--- src/rtl/chrono_pkg.sv ---
// Shared definitions for the stopwatch control slice: FSM state encoding,
// display limits and a small state-classification helper.
package chrono_pkg;

  localparam logic [1:0] ST_IDLE  = 2'd0;
  localparam logic [1:0] ST_RUN   = 2'd1;
  localparam logic [1:0] ST_LAP   = 2'd2;
  localparam logic [1:0] ST_PAUSE = 2'd3;

  localparam logic [15:0] BCD_MAX = 16'h9999;

  function automatic logic is_counting(input logic [1:0] s);
    return (s == ST_RUN) || (s == ST_LAP);
  endfunction

endpackage

--- src/rtl/chrono_edge.sv ---
// Rising-edge detector for one debounced button level. The history flop
// resets high so a button held through reset must be released before it fires.
module chrono_edge
  import chrono_pkg::*;
(
  input  logic clk,
  input  logic rst,
  input  logic level,
  output logic rise
);

  logic prev_q;
  logic prev_d;

  always_comb begin
    prev_d = level;
  end

  always_ff @(posedge clk) begin
    if (!rst) begin
      prev_q <= 1'b1;
    end else begin
      prev_q <= prev_d;
    end
  end

  assign rise = level & ~prev_q;

endmodule

--- src/rtl/chrono_ctrl.sv ---
// Stopwatch control: button edge detection, run/lap/pause/idle sequencing,
// count-tick prescaler and display source selection.
module chrono_ctrl
  import chrono_pkg::*;
#(
  parameter int CLK_FPGA    = 100000000,
  parameter int CLK_DIV     = 5000000,
  parameter int STOP_AT_MAX = 1
) (
  input  logic        clk,
  input  logic        rst,
  input  logic        start,
  input  logic        stop,
  input  logic        restart,
  input  logic        lap,
  input  logic [15:0] live_value,
  input  logic        max_reached,
  output logic        tick_en,
  output logic        clear,
  output logic [15:0] disp_value,
  output logic        running,
  output logic [1:0]  state
);

  localparam int              PW        = $clog2(CLK_DIV);
  localparam logic [PW-1:0]   PRESC_MAX = PW'(CLK_DIV - 1);
  localparam logic            STOP_EN   = (STOP_AT_MAX != 0);

  if (CLK_DIV < 2 || CLK_FPGA < 1) begin : g_param_check
    $error("chrono_ctrl: CLK_DIV must be at least 2");
  end

  logic ev_start;
  logic ev_stop;
  logic ev_restart;
  logic ev_lap;

  chrono_edge u_edge_start   (.clk(clk), .rst(rst), .level(start),   .rise(ev_start));
  chrono_edge u_edge_stop    (.clk(clk), .rst(rst), .level(stop),    .rise(ev_stop));
  chrono_edge u_edge_restart (.clk(clk), .rst(rst), .level(restart), .rise(ev_restart));
  chrono_edge u_edge_lap     (.clk(clk), .rst(rst), .level(lap),     .rise(ev_lap));

  logic [1:0]    state_q, state_d;
  logic [PW-1:0] presc_q, presc_d;
  logic [15:0]   lap_q,   lap_d;
  logic          tick_q,  tick_d;
  logic          clear_q, clear_d;

  logic max_hold;
  logic counting;
  logic wrap;

  assign max_hold = STOP_EN & max_reached;

  // Events are checked in priority order restart > stop > start > lap;
  // the first one that matters in the current state wins, the rest are dropped.
  always_comb begin
    state_d = state_q;
    lap_d   = lap_q;
    clear_d = 1'b0;
    case (state_q)
      ST_IDLE: begin
        if (ev_restart) begin
          clear_d = 1'b1;
        end else if (ev_start) begin
          state_d = ST_RUN;
        end
      end
      ST_RUN, ST_LAP: begin
        if (ev_restart) begin
          state_d = ST_IDLE;
          clear_d = 1'b1;
        end else if (ev_stop) begin
          state_d = ST_PAUSE;
        end else if (ev_lap) begin
          if (state_q == ST_RUN) begin
            state_d = ST_LAP;
            lap_d   = live_value;
          end else begin
            state_d = ST_RUN;
          end
        end else if (max_hold) begin
          state_d = ST_PAUSE;
        end
      end
      ST_PAUSE: begin
        if (ev_restart) begin
          state_d = ST_IDLE;
          clear_d = 1'b1;
        end else if (ev_start && !max_hold) begin
          state_d = ST_RUN;
        end
      end
      default: begin
        state_d = ST_IDLE;
      end
    endcase
  end

  // Only count on edges that both start and stay in RUN/LAP, so a pause keeps
  // the partial period and no tick escapes on an edge that stops counting.
  always_comb begin
    counting = is_counting(state_q) && is_counting(state_d);
    wrap     = counting && (presc_q == PRESC_MAX);
    tick_d   = wrap;
    if (state_d == ST_IDLE) begin
      presc_d = '0;
    end else if (!counting) begin
      presc_d = presc_q;
    end else if (wrap) begin
      presc_d = '0;
    end else begin
      presc_d = presc_q + PW'(1);
    end
  end

  always_ff @(posedge clk) begin
    if (!rst) begin
      state_q <= ST_IDLE;
      presc_q <= '0;
      lap_q   <= '0;
      tick_q  <= 1'b0;
      clear_q <= 1'b0;
    end else begin
      state_q <= state_d;
      presc_q <= presc_d;
      lap_q   <= lap_d;
      tick_q  <= tick_d;
      clear_q <= clear_d;
    end
  end

  assign tick_en    = tick_q;
  assign clear      = clear_q;
  assign state      = state_q;
  assign running    = is_counting(state_q);
  assign disp_value = (state_q == ST_LAP) ? lap_q : live_value;

endmodule

--- config.mk ---
export PLATFORM = sky130hd
export DESIGN_NAME = chrono_ctrl
export DESIGN_NICKNAME = d
export VERILOG_FILES = /design/src/rtl/chrono_pkg.sv /design/src/rtl/chrono_edge.sv /design/src/rtl/chrono_ctrl.sv
export SDC_FILE = /design/constraint.sdc
export NUM_CORES = 1
export LEC_CHECK = 0
export CORE_MARGIN = 5
export CORE_UTILIZATION = 56
export DETAILED_ROUTE_END_ITERATION = 12
export HOLD_SLACK_MARGIN = 0.12
export PLACE_DENSITY = 0.83
export SLEW_MARGIN = 20
export SYNTH_ARGS = -nofsm -noshare
export SYNTH_HDL_FRONTEND = slang
export SYNTH_HIERARCHICAL = 1
export SYNTH_SLANG_ARGS = --single-unit
export TNS_END_PERCENT = 30
--- constraint.sdc ---
create_clock -name clk -period 7.5 [get_ports clk]
set_input_delay 1.5 -clock clk [delete_from_list [all_inputs] [get_ports clk]]
set_output_delay 1.5 -clock clk [all_outputs]
set_load 0.01 [all_outputs]
# Yosys cells after proc, flatten, opt, wreduce, memory -nomap -nowiden
# Cells that the tools add are included.
# word_totals
in_bits	23
wordCells	53
regBits	47
# classes
eq_ne	6
bitwise_logic	11
addsub	1
n_reduce_logical	12
n_mux	14
# op_table
cell	n
23-bit by 1-bit adder with 23-bit output, second input constant	1
23-bit == test, second input constant	1
23-bit two-way mux	1
2-bit two-way mux	9
16-bit two-way mux	1
1-bit NOT	7
2-bit == test, second input constant	3
2-bit one-hot mux with 3 select lines	1
5-bit AND reduction	1
1-bit bitwise AND	4
2-bit by 1-bit == test with 1-bit output, second input constant	2
2-bit zero test	2
2-bit OR reduction	2
4-bit OR reduction	1
1-bit logical AND	3
1-bit logical OR	2
1-bit two-way mux	2
1-bit zero test	1

# Logic depth before layout (Yosys ltp)
# Gate-level depths: netlist of the first run.
# depth
word_depth	11
mapped_depth	13

# Cells and area by module
# Netlist of the first run, hierarchy kept.
# by_module_without_submodules
module	instances	cells_per_inst	area_each_um2
chrono_ctrl	1	259	2213.4
chrono_edge	4	3	40.0

# Worst setup path before layout of the first run
# OpenSTA, ideal clock, no wires.
# synth_timing
kind	input to register
from	in lap
to	reg presc_q[10]
n_path_buf	2
cell_stages	12
arrival_ns	3.701
required_ns	7.379
slack_ns	3.678
cell_sequence	nor2b_4 or3_1 a21o_1 a221o_1 nand2_1 ha_1 and4_1 buf_4 nand3_1 clkbuf_1 nand2b_1 o22ai_1
# synth_via
elab_chain_len	10
# synth_rtl
item	line_no	source
start, declared	chrono_ctrl.sv:15	input logic lap,
1-bit bitwise AND (*)	chrono_edge.sv:27	assign rise = level & ~prev_q;
2-bit two-way mux (*)	chrono_ctrl.sv:75	end else if (ev_lap) begin
2-bit two-way mux (*)	chrono_ctrl.sv:73	end else if (ev_stop) begin
2-bit two-way mux (*)	chrono_ctrl.sv:70	if (ev_restart) begin
2-bit one-hot mux with 3 select lines (*)	chrono_ctrl.sv:61	case (state_q)
2-bit by 1-bit == test with 1-bit output or 2-bit == test (tied branches)	chrono_pkg.sv:13	return (s == ST_RUN) || (s == ST_LAP);
1-bit logical OR	chrono_pkg.sv:13	
1-bit logical AND	chrono_ctrl.sv:103	counting = is_counting(state_q) && is_counting(state_d);
1-bit logical AND	chrono_ctrl.sv:104	wrap = counting && (presc_q == PRESC_MAX);
23-bit two-way mux	chrono_ctrl.sv:110	end else if (wrap) begin
end signal, assigned	chrono_ctrl.sv:126	presc_q <= presc_d;
end, declared	chrono_ctrl.sv:44	logic [PW-1:0] presc_q, presc_d;
# Every way passes the cells marked *; elsewhere a longest branch is shown, timed or not.
# A chain may end at the register's enable or synchronous reset.

# Worst setup path in the final report of the first run
# layout_timing
from	in lap
to	reg presc_q[5]
# layout_via
elab_chain_len	10
# layout_rtl
item	line_no	source
1-bit bitwise AND (*)	chrono_edge.sv:27	
net ev_lap	chrono_ctrl.sv:36	logic ev_lap;
2-bit two-way mux (*)	chrono_ctrl.sv:75	
2-bit two-way mux (*)	chrono_ctrl.sv:73	
2-bit two-way mux (*)	chrono_ctrl.sv:70	
2-bit one-hot mux with 3 select lines (*)	chrono_ctrl.sv:61	
2-bit by 1-bit == test with 1-bit output or 2-bit == test (tied branches)	chrono_pkg.sv:13	
1-bit logical OR	chrono_pkg.sv:13	
1-bit logical AND	chrono_ctrl.sv:103	
1-bit logical AND	chrono_ctrl.sv:104	
23-bit two-way mux	chrono_ctrl.sv:110	
# Mark *: on every way through the listed nets, which the timed path passes. The rest lies on a longest branch.

==> flow_summary_export.csv, run 1 <==
group,metric,value,unit
outcome,status,"finished, final reports clean",
setup_path,crit_arrival,4700,ps
route,wirelength,4990,µm
sta,worstMarginPinSlew,712,ps
sta,maxSlewViolCount,0,
route,wl_per_cell,13.7,µm
logic_synthesis,ys.flop_type,"dfxtp_1",
cts,clock_latency,290,ps
finish,final_util,72.6,%
setup_path,critPathMaxStageDelay,640,ps
global_routing,grt_pass1_vias,1881,
logic_synthesis,syn-num-nets,300,
setup_path,end_kind,"flop",
finish,multiInputGateArea,0.00136,mm²
cts,ctsHoldBuffers,0,
setup_path,critPathLaunchType,"input pin",
sta,rsz0062_at_grt,"false",
global_routing,grt_max_degree,20,
global_routing,antenna_found_initial,0,
logic_synthesis,mappedNetlistArea,0.00237,mm²
placement,dp.cells,355,
logic_synthesis,synth.largest_area_cell,"dfxtp_1",
global_routing,grt_pass1_wl,8490,µm
setup_path,path_buf_inv,1,
sta,setup_violations,0,
sta,layout_setup_ws,2960,ps
power_and_ir_drop,p_per_area,176,mW/mm²
setup_path,critPathTopFamily,"simple AND/OR/NAND/NOR gates",
placement,dp_slack,2600,ps
die,num_rows,23,
power_and_ir_drop,power.leakage,0.978,nW
min_path,hold_class,"reg -> reg",
sta,fin_crit,4540,ps
finish,fin_area,0.00294,mm²
setup_path,critical_path_class,"in -> reg",
logic_synthesis,synth_top_family_by_area,"simple AND/OR/NAND/NOR gates",
logic_synthesis,synthMuxAreaShare,7.59,%
die,pin_count,44,
route,drt_iter0_drc,100,
logic_synthesis,yosysMostFrequentCell,"dfxtp_1",
flow_run,maxCapViolations,0,
sta,final.period_utilization,60.5,%
placement,gp_congestion,0.830,
route,vias,2077,
logic_synthesis,synth-compound-area-share,13.8,%
placement,port_buffers,43,
sta,hold_violations,0,
placement,hpwlAfterDp,3650,µm
sta,whs,454,ps
cts,htreeDepth,2,
logic_synthesis,synth_top_cells_by_count,"dfxtp_1 (47), nand2_1 (45), a21oi_1 (31)",
setup_path,worstPathRequired,7660,ps
logic_synthesis,synthTopCellsByArea,"dfxtp_1 (40%), mux2_2 (7.6%), nand2_1 (7.1%)",
power_and_ir_drop,ir_drop,0.000167,V
die,initial_core_util,58.5,%
logic_synthesis,yosysTopAreaCellShare,39.6,%
power_and_ir_drop,total_power,0.519,mW
logic_synthesis,ys_ff_latch,47,
finish,n_antenna_cell,0,
logic_synthesis,synth.avg_cell_area,8.76,µm²
cts,cts_buffers,5,
placement,placement.cell_area,0.00283,mm²
logic_synthesis,postSynth.asyncResetShare,0,%
die,die_h,75.1,µm
die,coreArea,0.00406,mm²
logic_synthesis,synth_warnings,6,
sta,finalSetupTns,0,ps
setup_path,path_cells,"clkdlybuf4s50_1, nor2b_4, or3_1, a21o_1, a221o_1, nand2_1, ha_1, and4_1, nand3_1, o21ai_2, nor2_1",
finish,final_layout_size_suffix_gt1_share,11.5,%
global_routing,grt_usage,19.1,%
route,viasPerCell,5.72,
die,dieArea,0.00564,mm²
cts,post_cts_resized,0,
die,die_w,75.1,µm
global_routing,gr-total-overflow,0,
route,drcViolationCount,0,
cts,tritoncts,"built",
route,antenna_left,0,
route,firstDrtPassIters,4,
logic_synthesis,synth_edf_count,0,
finish,nets,341,
cts,clkSlewWorstSetupHoldPaths,80,ps
setup_path,cp_max_fo,15,
finish,syn2layout_area_growth,24.0,%
finish,stdcell_count,363,
logic_synthesis,yosysSeqAreaShare,39.6,%
logic_synthesis,synth_xor_area_share,2.95,%
cts,cts_buffer_depth,2,
logic_synthesis,synth-simple-area-share,29.9,%
finish,register_area,941,µm²
logic_synthesis,synthCells,271,
cts,cts-root-buf,"clkbuf_8",
setup_path,slowest_stage,"o21ai_2",
logic_synthesis,synthAdderAreaFrac,3.16,%
logic_synthesis,synth_cell_type_count,44,
cts,cts_sinks,47,
cts,postCtsSetupRepairBufs,0,
sta,clock_skew,3.57,ps
sta,timing.fmax,220,MHz
sta,slew-limit-headroom,52.5,%
finish,fillCellCount,336,
state kept, by name (all words and copies together) (netlist names):
name and count:
clear 1, lap_q 16, presc_q 23, state 2
tick_en 1, u_edge_lap/prev_q 1, u_edge_restart/prev_q 1, u_edge_start/prev_q 1
u_edge_stop/prev_q 1
worst min-delay path, delay by kind of cell, from the launching register on:
family | cells | cell delay [ps]
compound gates | 1 | 50
flops | 1 | 310
simple gates | 1 | 50
logic make-up after synthesis:
group / count (synthesis)
compound gates: 55
xor+xnor: 8
fa+ha+maj: 6
buf+inv: 16
flops: 47
mux: 16
simple gates: 123
routing by layer:
| layer | vias to the layer above | share of wire (%) | global-route usage, % |
|---|---|---|---|
| met5 | - | 0 | 0 |
| met4 | 0 | 0.54 | 5.53 |
| met3 | 4 | 6.6 | 4.81 |
| met2 | 49 | 46 | 31.0 |
| met1 | 967 | 47 | 25.0 |
| li1 | 1057 | - | - |
report_power, final:
| group | switching [mW] | internal, mW | leakage, nW | total, mW |
|---|---|---|---|---|
| registers | 0.00297 | 0.252 | 0.380 | 0.255 |
| clock network | 0.0821 | 0.108 | 0.0612 | 0.190 |
| logic | 0.0350 | 0.0394 | 0.537 | 0.0744 |
| total | 0.120 | 0.399 | 0.978 | 0.519 |
final cells by class:
class / instances / area share (%)
multi-input cells: 208 / 46.3
flip-flops and latches: 47 / 32.0
repair buffers: 44 / 14.9
clock buffers: 6 / 2.80
well taps: 50 / 2.12
clock inverters: 2 / 1.19
inverters: 6 / 0.765
path summary, 6_finish.rpt:
| path | to | from | slack, ps | depth (start not counted) |
|---|---|---|---|---|
| max | presc_q[5] | lap | 2960 | 11 |
| min reg2reg | lap_q[1] | lap_q[1] | 450 | 2 |
| min | lap_q[1] | lap_q[1] | 450 | 2 |
| max reg2reg | presc_q[5] | state[0] | 3970 | 9 |
cell usage in the layout (no fill, tap or decap), types with 2 or more instances in the layout:
cell             instances
o21ai_0                  5
and4_1                   5
clkbuf_8                 6
nand4_1                  7
nor4bb_1                 2
or3_1                    9
ha_1                     6
nand3_2                  2
nor2_1                  11
and3_1                   5
nand3_1                  7
or4_1                    4
nand2_1                 45
a31oi_1                  2
nor3_1                   4
inv_1                    5
xor2_1                   7
clkdlybuf4s50_1         43
a21oi_1                 31
nor4b_1                  2
nor2b_4                  4
o31ai_1                  6
o22ai_1                  3
dfxtp_1                 47
nand2b_1                 8
mux2_2                  16
nor2b_1                  2
Note: power is estimated with default switching activity, not from simulation.
==> inputs of run 2 (changes only) <==
--- a/config.mk
+++ b/config.mk
@@ -6,10 +6,10 @@
 export NUM_CORES = 1
 export LEC_CHECK = 0
 export CORE_MARGIN = 5
-export CORE_UTILIZATION = 56
+export CORE_UTILIZATION = 47
 export DETAILED_ROUTE_END_ITERATION = 12
 export HOLD_SLACK_MARGIN = 0.12
-export PLACE_DENSITY = 0.83
+export PLACE_DENSITY = 0.74
 export SLEW_MARGIN = 20
 export SYNTH_ARGS = -nofsm -noshare
 export SYNTH_HDL_FRONTEND = slang
==> constraint.sdc (replaced) <==
create_clock -name clk -period 3.9 [get_ports clk]
set_input_delay 0.78 -clock clk [delete_from_list [all_inputs] [get_ports clk]]
set_output_delay 0.78 -clock clk [all_outputs]
set_load 0.01 [all_outputs]
==> run 2 against run 1 <==
  * Combinational power grew 100%
  * Clock skew grew 5.0 ps
  * Final cell count grew 5.8%
  * Non-clock buffer count grew 4
  * Worst hold slack is essentially flat
  * Largest cell class unchanged
==> flow_summary_export.csv, run 2 (same netlist as run 1, synthesis figures left out) <==
group,metric,value,unit
outcome,status,"finished, final reports clean",
placement,hpwlAfterDp,3710,µm
power_and_ir_drop,power.leakage,1.00,nW
route,drt_iter0_drc,98,
global_routing,grt_pass1_wl,8770,µm
sta,slew-limit-headroom,52.2,%
sta,rsz0062_at_grt,"false",
setup_path,cp_max_fo,9,
global_routing,antenna_found_initial,0,
route,wirelength,5170,µm
power_and_ir_drop,ir_drop,0.000210,V
sta,final.period_utilization,90.8,%
sta,clock_skew,8.61,ps
cts,clkSlewWorstSetupHoldPaths,80,ps
die,die_h,81.1,µm
sta,timing.fmax,283,MHz
finish,largest_reg_flops,23,
finish,nets,345,
global_routing,grt_max_degree,19,
placement,placement.cell_area,0.00288,mm²
die,num_rows,25,
min_path,hold_class,"reg -> reg",
cts,postCtsSetupRepairBufs,0,
placement,port_buffers,43,
sta,maxSlewViolCount,0,
finish,n_antenna_cell,0,
flow_run,maxCapViolations,0,
setup_path,worstPathRequired,4130,ps
sta,hold_violations,0,
setup_path,critPathMaxStageDelay,520,ps
setup_path,crit_arrival,3770,ps
cts,cts-root-buf,"clkbuf_8",
route,firstDrtPassIters,4,
route,vias,2063,
global_routing,grt_usage,16.7,%
power_and_ir_drop,p_per_area,350,mW/mm²
route,wl_per_cell,13.5,µm
sta,fin_crit,3540,ps
route,drcViolationCount,0,
power_and_ir_drop,total_power,1.05,mW
cts,ctsHoldBuffers,0,
die,coreArea,0.00482,mm²
finish,final_common_cell,"dfxtp_1",
placement,dp.cells,376,
die,die_w,81.1,µm
setup_path,slowest_stage,"or4_4",
cts,cts_sinks,47,
die,dieArea,0.00657,mm²
finish,syn2layout_area_growth,26.8,%
cts,post_cts_resized,0,
setup_path,end_kind,"flop",
global_routing,gr-total-overflow,0,
finish,stdcell_count,384,
finish,fin_area,0.00301,mm²
finish,most-common-layout-cells,"dfxtp_1 (47), nand2_1 (45), clkdlybuf4s50_1 (43)",
cts,htreeDepth,2,
global_routing,grt_pass1_vias,1959,
setup_path,path_cells,"clkdlybuf4s50_1, nor2b_4, or3_1, a21o_1, a221o_1, nand2_1, ha_1, and4_1, nand3_2, or4_4, a21oi_2",
finish,final_layout_size_suffix_gt1_share,12.3,%
die,initial_core_util,49.3,%
cts,clock_latency,300,ps
setup_path,critPathLaunchType,"input pin",
route,viasPerCell,5.37,
sta,worstMarginPinSlew,718,ps
finish,regMostFlops,"presc_q",
cts,tritoncts,"built",
cts,cts_buffer_depth,2,
sta,setup_violations,0,
setup_path,critical_path_class,"in -> reg",
sta,finalSetupTns,0,ps
cts,cts_buffers,5,
route,antenna_left,0,
die,pin_count,44,
placement,gp_congestion,0.808,
sta,whs,454,ps
==> run 2: cell count changes in the layout (fill, tap and decap cells not counted) <==
cell / previous run / this run
bufinv_16: 1 / 2
clkinv_2: 1 / 0
clkbuf_1: 0 / 1
clkbuf_8: 6 / 5
buf_4: 1 / 5
==> run 2: worst paths after layout <==
kind,end,slack [ps],cells after the start,startpoint
worst max register to register,presc_q[21],690,9,state[0]
worst min-delay path,lap_q[1],450,2,lap_q[1]
worst min register to register,lap_q[1],450,2,lap_q[1]
worst max-delay path,presc_q[21],360,11,lap
==> run 2: power breakdown <==
group / switching (mW) / leakage [nW] / internal, mW / total [mW]
clock network: 0.156 / 0.0654 / 0.256 / 0.412
logic: 0.0705 / 0.555 / 0.0809 / 0.151
registers: 0.00569 / 0.380 / 0.485 / 0.490
==> run 2: cell type report <==
type | count | area (µm²)
Timing Repair Buffer | 48 | 468
Inverter | 6 | 22.5
Sequential cell | 47 | 941
Clock inverter | 2 | 60.1
Fill cell | 458 | 1810
Tap cell | 67 | 83.8
Clock buffer | 6 | 72.6
Multi-Input combinational cell | 208 | 1360
==> run 2: metal layers <==
metal	global-route usage, %	routed length (µm)	vias up
li1	-	-	1068
met1	21.7	2540	951
met2	26.8	2310	42
met3	5.21	303	2
met4	4.05	8	0
met5	0	0	-
==> run 2: critical path: cells and delay by family <==
kind	cells	cell delay [ps]
and+or+nand+nor	6	1680
AOI/OAI and AO/OA	3	690
buffers and inverters	1	420
adders and majority gates	1	200
==> run 2: metrics by stage <==
step,setup WS [ps],util (%)
4_1_cts,388,62.5
5_1_grt,188,62.5
3_3_place_gp,145,59.7
3_5_place_dp,79.6,59.7
2_1_floorplan,798,-
6_report,360,62.5
